File: src/rtl/isa_pkg.sv
// rtl/isa_pkg.sv - ISA constants: opcodes, control bit positions, ALU ops, field slices
package isa_pkg;

    localparam int DATA_W    = 16;
    localparam int REG_COUNT = 8;
    localparam int REG_AW    = 3;
    localparam int CTRL_W    = 11;
    localparam int INSTR_W   = 32;

    typedef logic [4:0] opcode_t;

    localparam opcode_t OP_NOP  = 5'b00000;
    localparam opcode_t OP_NOT  = 5'b00001;
    localparam opcode_t OP_INC  = 5'b00010;
    localparam opcode_t OP_MOV  = 5'b00011;
    localparam opcode_t OP_ADD  = 5'b00100;
    localparam opcode_t OP_SUB  = 5'b00101;
    localparam opcode_t OP_AND  = 5'b00110;
    localparam opcode_t OP_OR   = 5'b00111;
    localparam opcode_t OP_IADD = 5'b01000;
    localparam opcode_t OP_LDM  = 5'b01001;
    localparam opcode_t OP_LDD  = 5'b01010;
    localparam opcode_t OP_STD  = 5'b01011;
    localparam opcode_t OP_OUT  = 5'b01100;
    localparam opcode_t OP_IN   = 5'b01101;
    localparam opcode_t OP_JMP  = 5'b01110;

    localparam int CTRL_REGWRITE  = 10;
    localparam int CTRL_MEMREAD   = 9;
    localparam int CTRL_MEMWRITE  = 8;
    localparam int CTRL_MEMTOREG  = 7;
    localparam int CTRL_ALUSRCIMM = 6;
    localparam int CTRL_ALUOP_LSB = 3;
    localparam int CTRL_BRANCH    = 2;
    localparam int CTRL_OUTEN     = 1;
    localparam int CTRL_INEN      = 0;

    localparam logic [2:0] ALU_NONE = 3'b000;
    localparam logic [2:0] ALU_ADD  = 3'b001;
    localparam logic [2:0] ALU_SUB  = 3'b010;
    localparam logic [2:0] ALU_AND  = 3'b011;
    localparam logic [2:0] ALU_OR   = 3'b100;
    localparam logic [2:0] ALU_NOT  = 3'b101;
    localparam logic [2:0] ALU_INC  = 3'b110;
    localparam logic [2:0] ALU_MOV  = 3'b111;

    localparam int OPCODE_MSB = 31;
    localparam int OPCODE_LSB = 27;
    localparam int RDST_MSB   = 26;
    localparam int RDST_LSB   = 24;
    localparam int RSRC1_MSB  = 23;
    localparam int RSRC1_LSB  = 21;
    localparam int RSRC2_MSB  = 20;
    localparam int RSRC2_LSB  = 18;

    function automatic logic [CTRL_W-1:0] ctrl_word(
        input logic       reg_write,
        input logic       mem_read,
        input logic       mem_write,
        input logic       mem_to_reg,
        input logic       alu_src_imm,
        input logic [2:0] alu_op,
        input logic       branch,
        input logic       out_en,
        input logic       in_en
    );
        logic [CTRL_W-1:0] c;
        c                          = '0;
        c[CTRL_REGWRITE]           = reg_write;
        c[CTRL_MEMREAD]            = mem_read;
        c[CTRL_MEMWRITE]           = mem_write;
        c[CTRL_MEMTOREG]           = mem_to_reg;
        c[CTRL_ALUSRCIMM]          = alu_src_imm;
        c[CTRL_ALUOP_LSB +: 3]     = alu_op;
        c[CTRL_BRANCH]             = branch;
        c[CTRL_OUTEN]              = out_en;
        c[CTRL_INEN]               = in_en;
        return c;
    endfunction

endpackage

File: src/rtl/decode_stage_if.sv
// rtl/decode_stage_if.sv - decode stage bus: instruction/writeback in, control and operands out
interface decode_stage_if;
    import isa_pkg::*;

    logic [INSTR_W-1:0] instruction;
    logic [REG_AW-1:0]  writeAddress;
    logic               writeEnable;
    logic [DATA_W-1:0]  writeData;
    logic [CTRL_W-1:0]  controlSignal;
    logic [DATA_W-1:0]  readData1;
    logic [DATA_W-1:0]  readData2;

    modport master (
        output instruction, writeAddress, writeEnable, writeData,
        input  controlSignal, readData1, readData2
    );

    modport slave (
        input  instruction, writeAddress, writeEnable, writeData,
        output controlSignal, readData1, readData2
    );
endinterface

File: src/rtl/decode_stage_register_file.sv
// rtl/decode_stage_register_file.sv - 8x16 register file, async clear, two bypassed read ports
module register_file
    import isa_pkg::*;
(
    input  logic              clk,
    input  logic              rst,
    input  logic              we_i,
    input  logic [REG_AW-1:0] wa_i,
    input  logic [DATA_W-1:0] wd_i,
    input  logic [REG_AW-1:0] ra1_i,
    input  logic [REG_AW-1:0] ra2_i,
    output logic [DATA_W-1:0] rd1_o,
    output logic [DATA_W-1:0] rd2_o
);
    logic [DATA_W-1:0] regs_q [REG_COUNT];

    always_ff @(posedge clk or posedge rst) begin
        if (rst) begin
            for (int i = 0; i < REG_COUNT; i++) regs_q[i] <= '0;
        end else if (we_i) begin
            regs_q[wa_i] <= wd_i;
        end
    end

    // Bypass lets the same-cycle consumer see the value being written back.
    always_comb begin
        rd1_o = '0;
        rd2_o = '0;
        if (!rst) begin
            rd1_o = (we_i && (wa_i == ra1_i)) ? wd_i : regs_q[ra1_i];
            rd2_o = (we_i && (wa_i == ra2_i)) ? wd_i : regs_q[ra2_i];
        end
    end
endmodule

File: src/rtl/decode_stage.sv
// rtl/decode_stage.sv - instruction decode: opcode to control bundle plus register operand reads
module decode_stage
    import isa_pkg::*;
(
    input  logic           clk,
    input  logic           rst,
    decode_stage_if.slave  bus
);
    opcode_t           opcode;
    logic [CTRL_W-1:0] ctrl;
    logic              unused_fields;

    assign opcode        = bus.instruction[OPCODE_MSB:OPCODE_LSB];
    assign unused_fields = ^{bus.instruction[RDST_MSB:RDST_LSB], bus.instruction[17:0]};

    register_file u_register_file (
        .clk   (clk),
        .rst   (rst),
        .we_i  (bus.writeEnable),
        .wa_i  (bus.writeAddress),
        .wd_i  (bus.writeData),
        .ra1_i (bus.instruction[RSRC1_MSB:RSRC1_LSB]),
        .ra2_i (bus.instruction[RSRC2_MSB:RSRC2_LSB]),
        .rd1_o (bus.readData1),
        .rd2_o (bus.readData2)
    );

    always_comb begin
        ctrl = '0;
        if (!rst) begin
            unique case (opcode)
                OP_NOT:  ctrl = ctrl_word(1, 0, 0, 0, 0, ALU_NOT,  0, 0, 0);
                OP_INC:  ctrl = ctrl_word(1, 0, 0, 0, 0, ALU_INC,  0, 0, 0);
                OP_MOV:  ctrl = ctrl_word(1, 0, 0, 0, 0, ALU_MOV,  0, 0, 0);
                OP_ADD:  ctrl = ctrl_word(1, 0, 0, 0, 0, ALU_ADD,  0, 0, 0);
                OP_SUB:  ctrl = ctrl_word(1, 0, 0, 0, 0, ALU_SUB,  0, 0, 0);
                OP_AND:  ctrl = ctrl_word(1, 0, 0, 0, 0, ALU_AND,  0, 0, 0);
                OP_OR:   ctrl = ctrl_word(1, 0, 0, 0, 0, ALU_OR,   0, 0, 0);
                OP_IADD: ctrl = ctrl_word(1, 0, 0, 0, 1, ALU_ADD,  0, 0, 0);
                OP_LDM:  ctrl = ctrl_word(1, 0, 0, 0, 1, ALU_MOV,  0, 0, 0);
                OP_LDD:  ctrl = ctrl_word(1, 1, 0, 1, 1, ALU_ADD,  0, 0, 0);
                OP_STD:  ctrl = ctrl_word(0, 0, 1, 0, 1, ALU_ADD,  0, 0, 0);
                OP_OUT:  ctrl = ctrl_word(0, 0, 0, 0, 0, ALU_NONE, 0, 1, 0);
                OP_IN:   ctrl = ctrl_word(1, 0, 0, 0, 0, ALU_NONE, 0, 0, 1);
                OP_JMP:  ctrl = ctrl_word(0, 0, 0, 0, 0, ALU_NONE, 1, 0, 0);
                default: ctrl = '0;
            endcase
        end
    end

    assign bus.controlSignal = ctrl;
endmodule

File: src/flat_wrapper.sv
// flat-port wrapper written by rule: the top's interface ports become plain ports
module decode_stage_flat import isa_pkg::*;
  (clk, rst, bus_instruction, bus_writeAddress, bus_writeEnable, bus_writeData, bus_controlSignal, bus_readData1, bus_readData2);
  decode_stage_if bus_i ();
  input  logic clk;
  input  logic rst;
  input wire logic [$bits(bus_i.instruction)-1:0] bus_instruction;
  input wire logic [$bits(bus_i.writeAddress)-1:0] bus_writeAddress;
  input wire logic [$bits(bus_i.writeEnable)-1:0] bus_writeEnable;
  input wire logic [$bits(bus_i.writeData)-1:0] bus_writeData;
  output wire logic [$bits(bus_i.controlSignal)-1:0] bus_controlSignal;
  output wire logic [$bits(bus_i.readData1)-1:0] bus_readData1;
  output wire logic [$bits(bus_i.readData2)-1:0] bus_readData2;
  assign bus_i.instruction = bus_instruction;
  assign bus_i.writeAddress = bus_writeAddress;
  assign bus_i.writeEnable = bus_writeEnable;
  assign bus_i.writeData = bus_writeData;
  assign bus_controlSignal = bus_i.controlSignal;
  assign bus_readData1 = bus_i.readData1;
  assign bus_readData2 = bus_i.readData2;
  decode_stage u_core (.clk(clk), .rst(rst), .bus(bus_i));
endmodule
File: config.mk
export PLATFORM = sky130hd
export DESIGN_NAME = decode_stage_flat
export DESIGN_NICKNAME = d
export VERILOG_FILES = /design/src/rtl/isa_pkg.sv /design/src/rtl/decode_stage_if.sv /design/src/rtl/decode_stage_register_file.sv /design/src/rtl/decode_stage.sv /design/src/flat_wrapper.sv
export SDC_FILE = /design/constraint.sdc
export NUM_CORES = 1
export LEC_CHECK = 0
export ABC_AREA = 1
export CAP_MARGIN = 30
export CORE_AREA = 2 2 168 170
export CTS_CLUSTER_DIAMETER = 120
export DETAILED_ROUTE_END_ITERATION = 16
export DIE_AREA = 0 0 170 172
export SKIP_LAST_GASP = 1
export SLEW_MARGIN = 20
export SYNTH_ARGS = -nofsm -noshare
export SYNTH_HDL_FRONTEND = slang
export SYNTH_SLANG_ARGS = --single-unit
File: constraint.sdc
create_clock -name clk -period 9.4 [get_ports clk]
set_clock_uncertainty 0.15 [all_clocks]
set_input_delay 0.94 -clock clk [delete_from_list [all_inputs] [get_ports clk]]
set_output_delay 0.94 -clock clk [all_outputs]
set_load 0.005 [all_outputs]
==> impl_metrics.json, run 1 <==
{
  "synthXorXnorAreaFrac": 0,
  "synth_compound_gate_area_share": 0.0849,
  "viasPerCell": 5.11,
  "regMostFlops": "u_core.u_register_file.regs_q",
  "place_inst": 1560,
  "leakage_nw": 4.42,
  "drc": 0,
  "post_dp_cell_area_mm2": 0.00880,
  "crit_arrival_ns": 4.65,
  "syn_area_mm2": 0.00784,
  "drv_cap": 0,
  "ant_nets": 0,
  "grtUsageTotal": 0.199,
  "io_buffer_count": 75,
  "syn_avg_cell_area_um2": 6.52,
  "required_ns": 8.31,
  "worstSkewPairLatency_ns": 0.42,
  "dr.first_iter.drc_count": 921,
  "die_area_mm2": 0.0292,
  "finalHoldViolCount": 0,
  "die_x_um": 170,
  "gp_congestion": 0.847,
  "fin_area_mm2": 0.00942,
  "cts_tree": "done",
  "p_per_area_mw_per_mm2": 196,
  "n_antenna_cell": 0,
  "reg_top3": "u_core.u_register_file.regs_q: 128 flops",
  "grt_pass1_wl_um": 44300,
  "path_class": "input pin to output port",
  "grt_pass1_vias": 7897,
  "max_slew_margin": 0.415,
  "status": "finished, final reports clean",
  "overflow": 0,
  "wl_per_cell_um": 17.8,
  "syn-num-nets": 1262,
  "yosysTopAreaCell": "dfrtp_1",
  "postCtsHoldBufs": 0,
  "worst_path_max_delay_cell": "clkdlybuf4s50_1",
  "finalSetupTns_ns": 0,
  "netlist.area_leader.share": 0.408,
  "period_share": 0.611,
  "synth_fa_ha_area_frac": 0.00798,
  "critical-path-max-stage-delay_ns": 0.60,
  "cts-root-buf": "clkbuf_16",
  "worst_slew_pin_slew_ns": 0.876,
  "finalWirelength_um": 28300,
  "crit_buf_inv": 4,
  "synthTopCellsByArea": "dfrtp_1 41%, nand2_1 23%, nand3_1 13%, o21ai_0 7.4%, nor2_1 5.1%",
  "synth.distinct_cells": 22,
  "hold_path_class": "flop to flop",
  "yosysWarnings": 0,
  "slew_violations": 0,
  "fmax_mhz": 174,
  "dp_hpwl_um": 16500,
  "largest_register_ffs": 128,
  "final_common_cell": "nand2_1",
  "finalCriticalPeriod_ns": 5.74,
  "start_util": 0.285,
  "critPathLaunchType": "input pin",
  "cts_resized": 0,
  "synth-seq-cells": 128,
  "end_kind": "output port",
  "final_nets": 1292,
  "final_layout_size_suffix_gt1_frac": 0.0602,
  "rsz0062_at_grt": "no",
  "fp.dieH_um": 172,
  "synth_top_family_by_area": "simple AND/OR/NAND/NOR gates",
  "cts_setup_buffers": 0,
  "antenna_found_initial": 0,
  "synthSimpleGateAreaFrac": 0.432,
  "crit_family": "buffers and inverters",
  "cts.sink_count": 128,
  "clk_transition_reported_paths_ns": 0.05,
  "cts_buffer_depth": 2,
  "cts_htree_levels": 4,
  "synthCells": 1203,
  "ios": 97,
  "rows": 61,
  "irDropWorstVdd_v": 0.000127,
  "drt-pass1-iter-count": 6,
  "core_region_area_mm2": 0.0275,
  "seq_area_frac_synth": 0.408,
  "area_growth_pct": 20.1,
  "fin_cells": 1592,
  "vias": 8143,
  "cts_made_buffers": 17,
  "path_common_cell": "nand2_1",
  "cp_cell_sequence": "clkdlybuf4s50_1, buf_4, inv_2, nand2_1, nand2_1, nor2_4, nand2_4, nand2_1, nor2_1, nor2_1, clkdlybuf4s50_1",
  "setup_viol": 0,
  "mostFrequentLayoutCells": "484 x nand2_1, 206 x nand3_1, 128 x dfrtp_1, 116 x o21ai_0, 107 x nor2_1",
  "cp_max_fo": 34,
  "grt_max_degree": 68,
  "synth_mux_area_frac": 0
}
cells in the mapped netlist:
cell type,count
nand2_1,484
nand3_1,206
dfrtp_1,128
o21ai_0,116
nor2_1,107
buf_2,38
clkbuf_1,36
inv_1,18
a21oi_1,17
clkinv_1,16
nor2_2,10
buf_1,5
ha_1,5
inv_2,5
nor2_4,3
buf_4,2
nand2_4,2
buf_6,1
clkinv_2,1
nand2_2,1
nor3_1,1
nor3_2,1
final timing paths:
| path | start | to | slack, ns | cells past startpoint |
|---|---|---|---|---|
| setup reg to reg | u_core.u_register_file.regs_q[10] | u_core.u_register_file.regs_q[10] | 8.55 | 2 |
| max in group asynchronous | rst | u_core.u_register_file.regs_q[22] | 7.01 | 3 |
| hold / removal | u_core.u_register_file.regs_q[99] | u_core.u_register_file.regs_q[99] | 0.36 | 2 |
| min in group asynchronous | rst | u_core.u_register_file.regs_q[92] | 0.87 | 2 |
| setup / recovery | bus_instruction[19] | bus_readData2[13] | 3.66 | 11 |
| hold reg to reg | u_core.u_register_file.regs_q[99] | u_core.u_register_file.regs_q[99] | 0.36 | 2 |
power by group:
part | total, W | leakage (nW) | internal [W] | switching [W]
combinational | 0.000403 | 2.53 | 0.000159 | 0.000244
clock | 0.000709 | 0.300 | 0.000457 | 0.000252
sequential | 0.000738 | 1.59 | 0.000657 | 0.0000816
routing by layer:
layer / wire (µm) / global-route usage
met1: 12100 / 0.264
met2: 12900 / 0.324
met3: 2400 / 0.0295
met4: 850 / 0.0877
met5: 0 / 0
worst reg2reg max path, cell delays in order (launching register included):
cell     delay, ns
dfrtp_1       0.39
nor2_1        0.12
a21oi_1       0.05
metrics by stage:
step                      total power (W)   util  worst slack (ns)  hold WS, ns
after detailed placement          0.00115  0.320              3.77        0.346
after global routing              0.00196  0.343              3.58        0.379
after floorplan                   0.00100      -              2.99        0.324
after CTS                         0.00186  0.343              3.74        0.360
after global placement            0.00114  0.320              3.72        0.339
final                             0.00185  0.343              3.66        0.355
kinds of logic after synthesis:
group           count (synthesis)
simple gates                  815
buf+inv                       122
fa+ha+maj                       5
flops                         128
compound gates                133
cell type report:
type	instances	area, µm²
well taps	346	433
fillers	2980	18100
flip-flops and latches	128	3200
repair buffers	93	883
clock inverters	10	159
inverters	40	156
multi-input cells	953	4120
clock buffers	22	464
Power figures use the tool's default switching activity.
==> run 2, diff against run 1 <==
clock period = 5.1 ns   (was 9.4 ns; I/O delays follow)
==> run 2 against run 1 <==
Compared with the run above:
- non-clock buffer count grew 7
- core utilization grew 0.28 points
- sequential power grew 84%
- wire length grew 1.5%
- register-to-register slack lost 4.3 ns
- clock power grew 95%
- largest cell class unchanged
- clock-buffer cell count is the same
- combinational power grew 85%
- critical path depth shrank 1
- critical path type unchanged
- worst setup slack lost 2.6 ns
==> impl_metrics.json, run 2 (synthesis gave the netlist of run 1 again) <==
{
  "status": "finished, final reports clean",
  "leakage_nw": 4.47,
  "slew_violations": 0,
  "rows": 61,
  "crit_arrival_ns": 3.39,
  "reg_top3": "u_core.u_register_file.regs_q: 128 flops",
  "viasPerCell": 5.14,
  "cts_made_buffers": 17,
  "fillers": 2930,
  "worstSkewPairLatency_ns": 0.42,
  "crit_buf_inv": 4,
  "end_kind": "output port",
  "wl_per_cell_um": 18.0,
  "drc": 0,
  "worst_slew_pin_slew_ns": 0.830,
  "grt_max_degree": 81,
  "die_x_um": 170,
  "finalCriticalPeriod_ns": 4.05,
  "dp_hpwl_um": 17000,
  "finalWirelength_um": 28700,
  "final_common_cell": "nand2_1",
  "dpl_worst_slack_ns": 1.12,
  "post_dp_cell_area_mm2": 0.00884,
  "die_area_mm2": 0.0292,
  "fmax_mhz": 247,
  "p_per_area_mw_per_mm2": 367,
  "hold_path_class": "flop to flop",
  "irDropWorstVdd_v": 0.000245,
  "final_nets": 1299,
  "grtUsageTotal": 0.203,
  "io_buffer_count": 75,
  "clk_transition_reported_paths_ns": 0.06,
  "n_antenna_cell": 0,
  "cts.sink_count": 128,
  "final_layout_size_suffix_gt1_frac": 0.0662,
  "ff_latch_area_mm2": 0.00320,
  "setup_ws_ns": 1.05,
  "critical-path-max-stage-delay_ns": 0.60,
  "cts_htree_levels": 4,
  "max_slew_margin": 0.447,
  "drv_cap": 0,
  "fin_area_mm2": 0.00950,
  "finalSetupTns_ns": 0,
  "multi_input_area_mm2": 0.00412,
  "required_ns": 4.44,
  "cts-root-buf": "clkbuf_16",
  "cp_cell_sequence": "clkdlybuf4s50_1, inv_2, nand2_1, nand2_1, nor2_4, nand2_4, clkinv_2, nor2_1, nor2_1, clkdlybuf4s50_1",
  "cp_max_fo": 17,
  "area_growth_pct": 21.1,
  "cts_setup_buffers": 0,
  "finalHoldViolCount": 0,
  "critPathLaunchType": "input pin",
  "drt-pass1-iter-count": 7,
  "cts_resized": 0,
  "ant_nets": 0,
  "core_region_area_mm2": 0.0275,
  "path_class": "input pin to output port",
  "crit_family": "buffers and inverters",
  "start_util": 0.285,
  "grt_pass1_vias": 7820,
  "cts_buffer_depth": 2,
  "gp_congestion": 0.816,
  "mostFrequentLayoutCells": "484 x nand2_1, 206 x nand3_1, 128 x dfrtp_1, 116 x o21ai_0, 107 x nor2_1",
  "vias": 8216,
  "grt_pass1_wl_um": 45000,
  "postCtsHoldBufs": 0,
  "rsz0062_at_grt": "no",
  "dr.first_iter.drc_count": 906,
  "period_share": 0.795,
  "cts_tree": "done",
  "finish.utilization": 0.346,
  "overflow": 0,
  "setup_viol": 0,
  "fp.dieH_um": 172,
  "largest_register_ffs": 128,
  "ios": 97,
  "worst_path_max_delay_cell": "clkdlybuf4s50_1",
  "regMostFlops": "u_core.u_register_file.regs_q",
  "antenna_found_initial": 0
}
run 2: layout make-up:
class | count | share of cell area
Multi-Input combinational cell | 953 | 0.434
Sequential cell | 128 | 0.337
Timing Repair Buffer | 100 | 0.0977
Clock buffer | 22 | 0.0499
Tap cell | 346 | 0.0456
Clock inverter | 10 | 0.0191
Inverter | 40 | 0.0165
run 2: path summary, 6_finish.rpt:
kind	from	end	slack, ns	cells after the start
min in group asynchronous	rst	u_core.u_register_file.regs_q[31]	0.47	2
max	bus_instruction[23]	bus_readData1[14]	1.05	10
min	u_core.u_register_file.regs_q[22]	u_core.u_register_file.regs_q[22]	0.36	2
max in group asynchronous	rst	u_core.u_register_file.regs_q[9]	3.59	3
max reg2reg	u_core.u_register_file.regs_q[102]	u_core.u_register_file.regs_q[102]	4.24	2
min reg2reg	u_core.u_register_file.regs_q[22]	u_core.u_register_file.regs_q[22]	0.36	2
run 2: where the power goes:
part / total [W] / leakage, nW / internal, W / switching, W
registers: 0.00136 / 1.59 / 0.00121 / 0.000151
clock network: 0.00138 / 0.320 / 0.000905 / 0.000472
logic: 0.000747 / 2.56 / 0.000297 / 0.000450
total: 0.00349 / 4.47 / 0.00241 / 0.00107
run 2: stage by stage:
step	hold WS [ns]	instances	power, W
after detailed placement	0.346	1567	0.00212
after global placement	0.339	1567	0.00210
final	0.360	1599	0.00349
after global routing	0.381	1599	0.00369
after CTS	0.360	1599	0.00350
after floorplan	0.324	1203	0.00185
run 2: tightest hold or removal path, cell delays in order (launching register included):
cell	delay (ns)
dfrtp_1	0.36
nand2_1	0.05
o21ai_0	0.06
run 2: layer usage:
metal / global-route usage / part of all wire / up-vias
met4: 0.0654 / 0.022 / 0
met1: 0.272 / 0.45 / 3908
met5: 0 / 0 / -
li1: - / - / 3935
met3: 0.0442 / 0.077 / 45
met2: 0.327 / 0.45 / 328
==> run 3, diff against run 2 <==
clock period = 3.7 ns   (was 5.1 ns; I/O delays follow)
==> run 3 against run 2 <==
Compared with the run above:
- clock power is 29% higher
- flip-flop and latch count unchanged
- sequential share of layout area fell by 0.41 points
- via count grew 0.24%
- sequential power increased by 38%
- power rose by 35%
- worst setup slack got worse by 0.65 ns
- hold slack worse by 0.16 ns
- die area unchanged
- critical path type unchanged
- critical endpoint is now bus_readData1[9]
==> impl_metrics.json, run 3 (synthesis gave the netlist of run 1 again) <==
{
  "final_common_cell": "nand2_1",
  "viasPerCell": 5.10,
  "cts.sink_count": 128,
  "final_nets": 1315,
  "overflow": 0,
  "cts_buffer_depth": 2,
  "rsz0062_at_grt": "no",
  "crit_arrival_ns": 2.79,
  "cts_tree": "done",
  "grtUsageTotal": 0.203,
  "p_per_area_mw_per_mm2": 490,
  "dp_hpwl_um": 18000,
  "rrSetupSlack_ns": 2.83,
  "cts_resized": 0,
  "clk_transition_reported_paths_ns": 0.06,
  "cts_htree_levels": 4,
  "power_w": 0.00471,
  "met3_usage": 0.0380,
  "fillers": 2941,
  "r2r-end": "u_core.u_register_file.regs_q[47]",
  "end_kind": "output port",
  "drc": 0,
  "drt-pass1-iter-count": 6,
  "path_class": "input pin to output port",
  "ff2ff_path_depth": 2,
  "regMostFlops": "u_core.u_register_file.regs_q",
  "ios": 97,
  "path_common_cell": "nand2_1",
  "fp.dieH_um": 172,
  "final_layout_size_suffix_gt1_frac": 0.0796,
  "start_util": 0.285,
  "critical-path-max-stage-delay_ns": 0.59,
  "wl_per_cell_um": 17.7,
  "worst_slew_pin_slew_ns": 0.777,
  "grt_pass1_wl_um": 45400,
  "worst_path_max_delay_cell": "clkdlybuf4s50_1",
  "largest_register_ffs": 128,
  "finalWirelength_um": 28600,
  "postCtsHoldBufs": 0,
  "mostFrequentLayoutCells": "484 x nand2_1, 206 x nand3_1, 128 x dfrtp_1, 116 x o21ai_0, 107 x nor2_1",
  "rows": 61,
  "ff_latch_area_mm2": 0.00320,
  "reg_top3": "u_core.u_register_file.regs_q: 128 flops",
  "grtUsageMet2": 0.321,
  "cts-root-buf": "clkbuf_16",
  "setup_viol": 0,
  "grt_max_degree": 65,
  "hold_path_class": "input pin to async pin",
  "area_growth_pct": 22.6,
  "status": "finished, final reports clean",
  "regToRegStartpoint": "u_core.u_register_file.regs_q[47]",
  "vias": 8236,
  "antenna_found_initial": 0,
  "finalSetupTns_ns": 0,
  "cp_cell_sequence": "clkdlybuf4s50_1, buf_4, nand2_1, nand2_1, nor2_4, buf_4, nand3_1, nand2_1, nor2_1, clkdlybuf4s50_1",
  "multi_input_area_mm2": 0.00412,
  "cts_setup_buffers": 0,
  "fmax_mhz": 302,
  "cts_made_buffers": 17,
  "dr.first_iter.drc_count": 1018,
  "grt_pass1_vias": 7773,
  "finalHoldViolCount": 0,
  "n_antenna_cell": 0,
  "irDropWorstVdd_v": 0.000331,
  "grt_busiest_layer": "met2",
  "worstSkewPairLatency_ns": 0.42,
  "die_x_um": 170,
  "gp_congestion": 0.839,
  "io_buffer_count": 75,
  "finalCriticalPeriod_ns": 3.31,
  "required_ns": 3.18,
  "period_share": 0.894,
  "critPathLaunchType": "input pin",
  "core_region_area_mm2": 0.0275,
  "cp_max_fo": 16,
  "slew_violations": 0,
  "die_area_mm2": 0.0292,
  "leakage_nw": 4.53,
  "met1_usage": 0.279,
  "drv_cap": 0,
  "max_slew_margin": 0.480,
  "ant_nets": 0
}
[run 3: changes by cell type in the layout (fill, tap and decap cells not counted)]
| cell | change |
|---|---|
| buf_4 | +13 |
| buf_12 | +3 |
| clkinvlp_4 | +3 |
| bufinv_16 | -2 |
| clkbuf_1 | -2 |
| clkbuf_8 | -1 |
| clkinv_4 | +1 |
| inv_6 | +1 |
[run 3: how the worst max path moves through the flow]
stage | from | to | slack, ns | cells past startpoint
after floorplan | rst | bus_readData1[10] | 0.40 | 4
after global placement | bus_writeEnable | bus_readData1[7] | 0.48 | 10
after detailed placement | bus_writeAddress[0] | bus_readData1[9] | 0.46 | 10
after CTS | bus_writeAddress[0] | bus_readData1[9] | 0.45 | 10
after global routing | bus_writeAddress[0] | bus_readData1[9] | 0.34 | 10
final | bus_instruction[22] | bus_readData1[9] | 0.39 | 10
[run 3: worst max-delay path, delay by kind of cell]
family,cells,cell delay (ns)
buf+inv,4,1.65
simple gates,6,0.76
[run 3: layout make-up]
type,count,area share
flip-flops and latches,128,0.333
well taps,346,0.0450
multi-input cells,953,0.429
inverters,40,0.0163
clock inverters,13,0.0168
repair buffers,116,0.113
clock buffers,19,0.0471
[run 3: per-layer routing]
layer / vias to the layer above / routed length, µm
li1: 3976 / -
met1: 3851 / 12700
met2: 357 / 12900
met3: 52 / 2320
met4: 0 / 712
met5: - / 0
[run 3: where the power goes]
part           total, W  internal [W]  leakage [nW]  switching, W
Sequential      0.00188       0.00167          1.59      0.000213
Clock           0.00178       0.00109         0.291      0.000685
Combinational   0.00105      0.000426          2.65      0.000623
Total           0.00471       0.00319          4.53       0.00152
[run 3: per-stage QoR]
stage	area (µm²)	cells	util	hold WS [ns]	setup WS, ns
3_3_place_gp	9000	1583	0.328	0.340	0.481
2_1_floorplan	7850	1203	-	0.324	0.401
5_1_grt	9620	1615	0.350	0.218	0.336
3_5_place_dp	9000	1583	0.328	0.346	0.457
4_1_cts	9620	1615	0.350	0.215	0.454
6_report	9620	1615	0.350	0.200	0.394
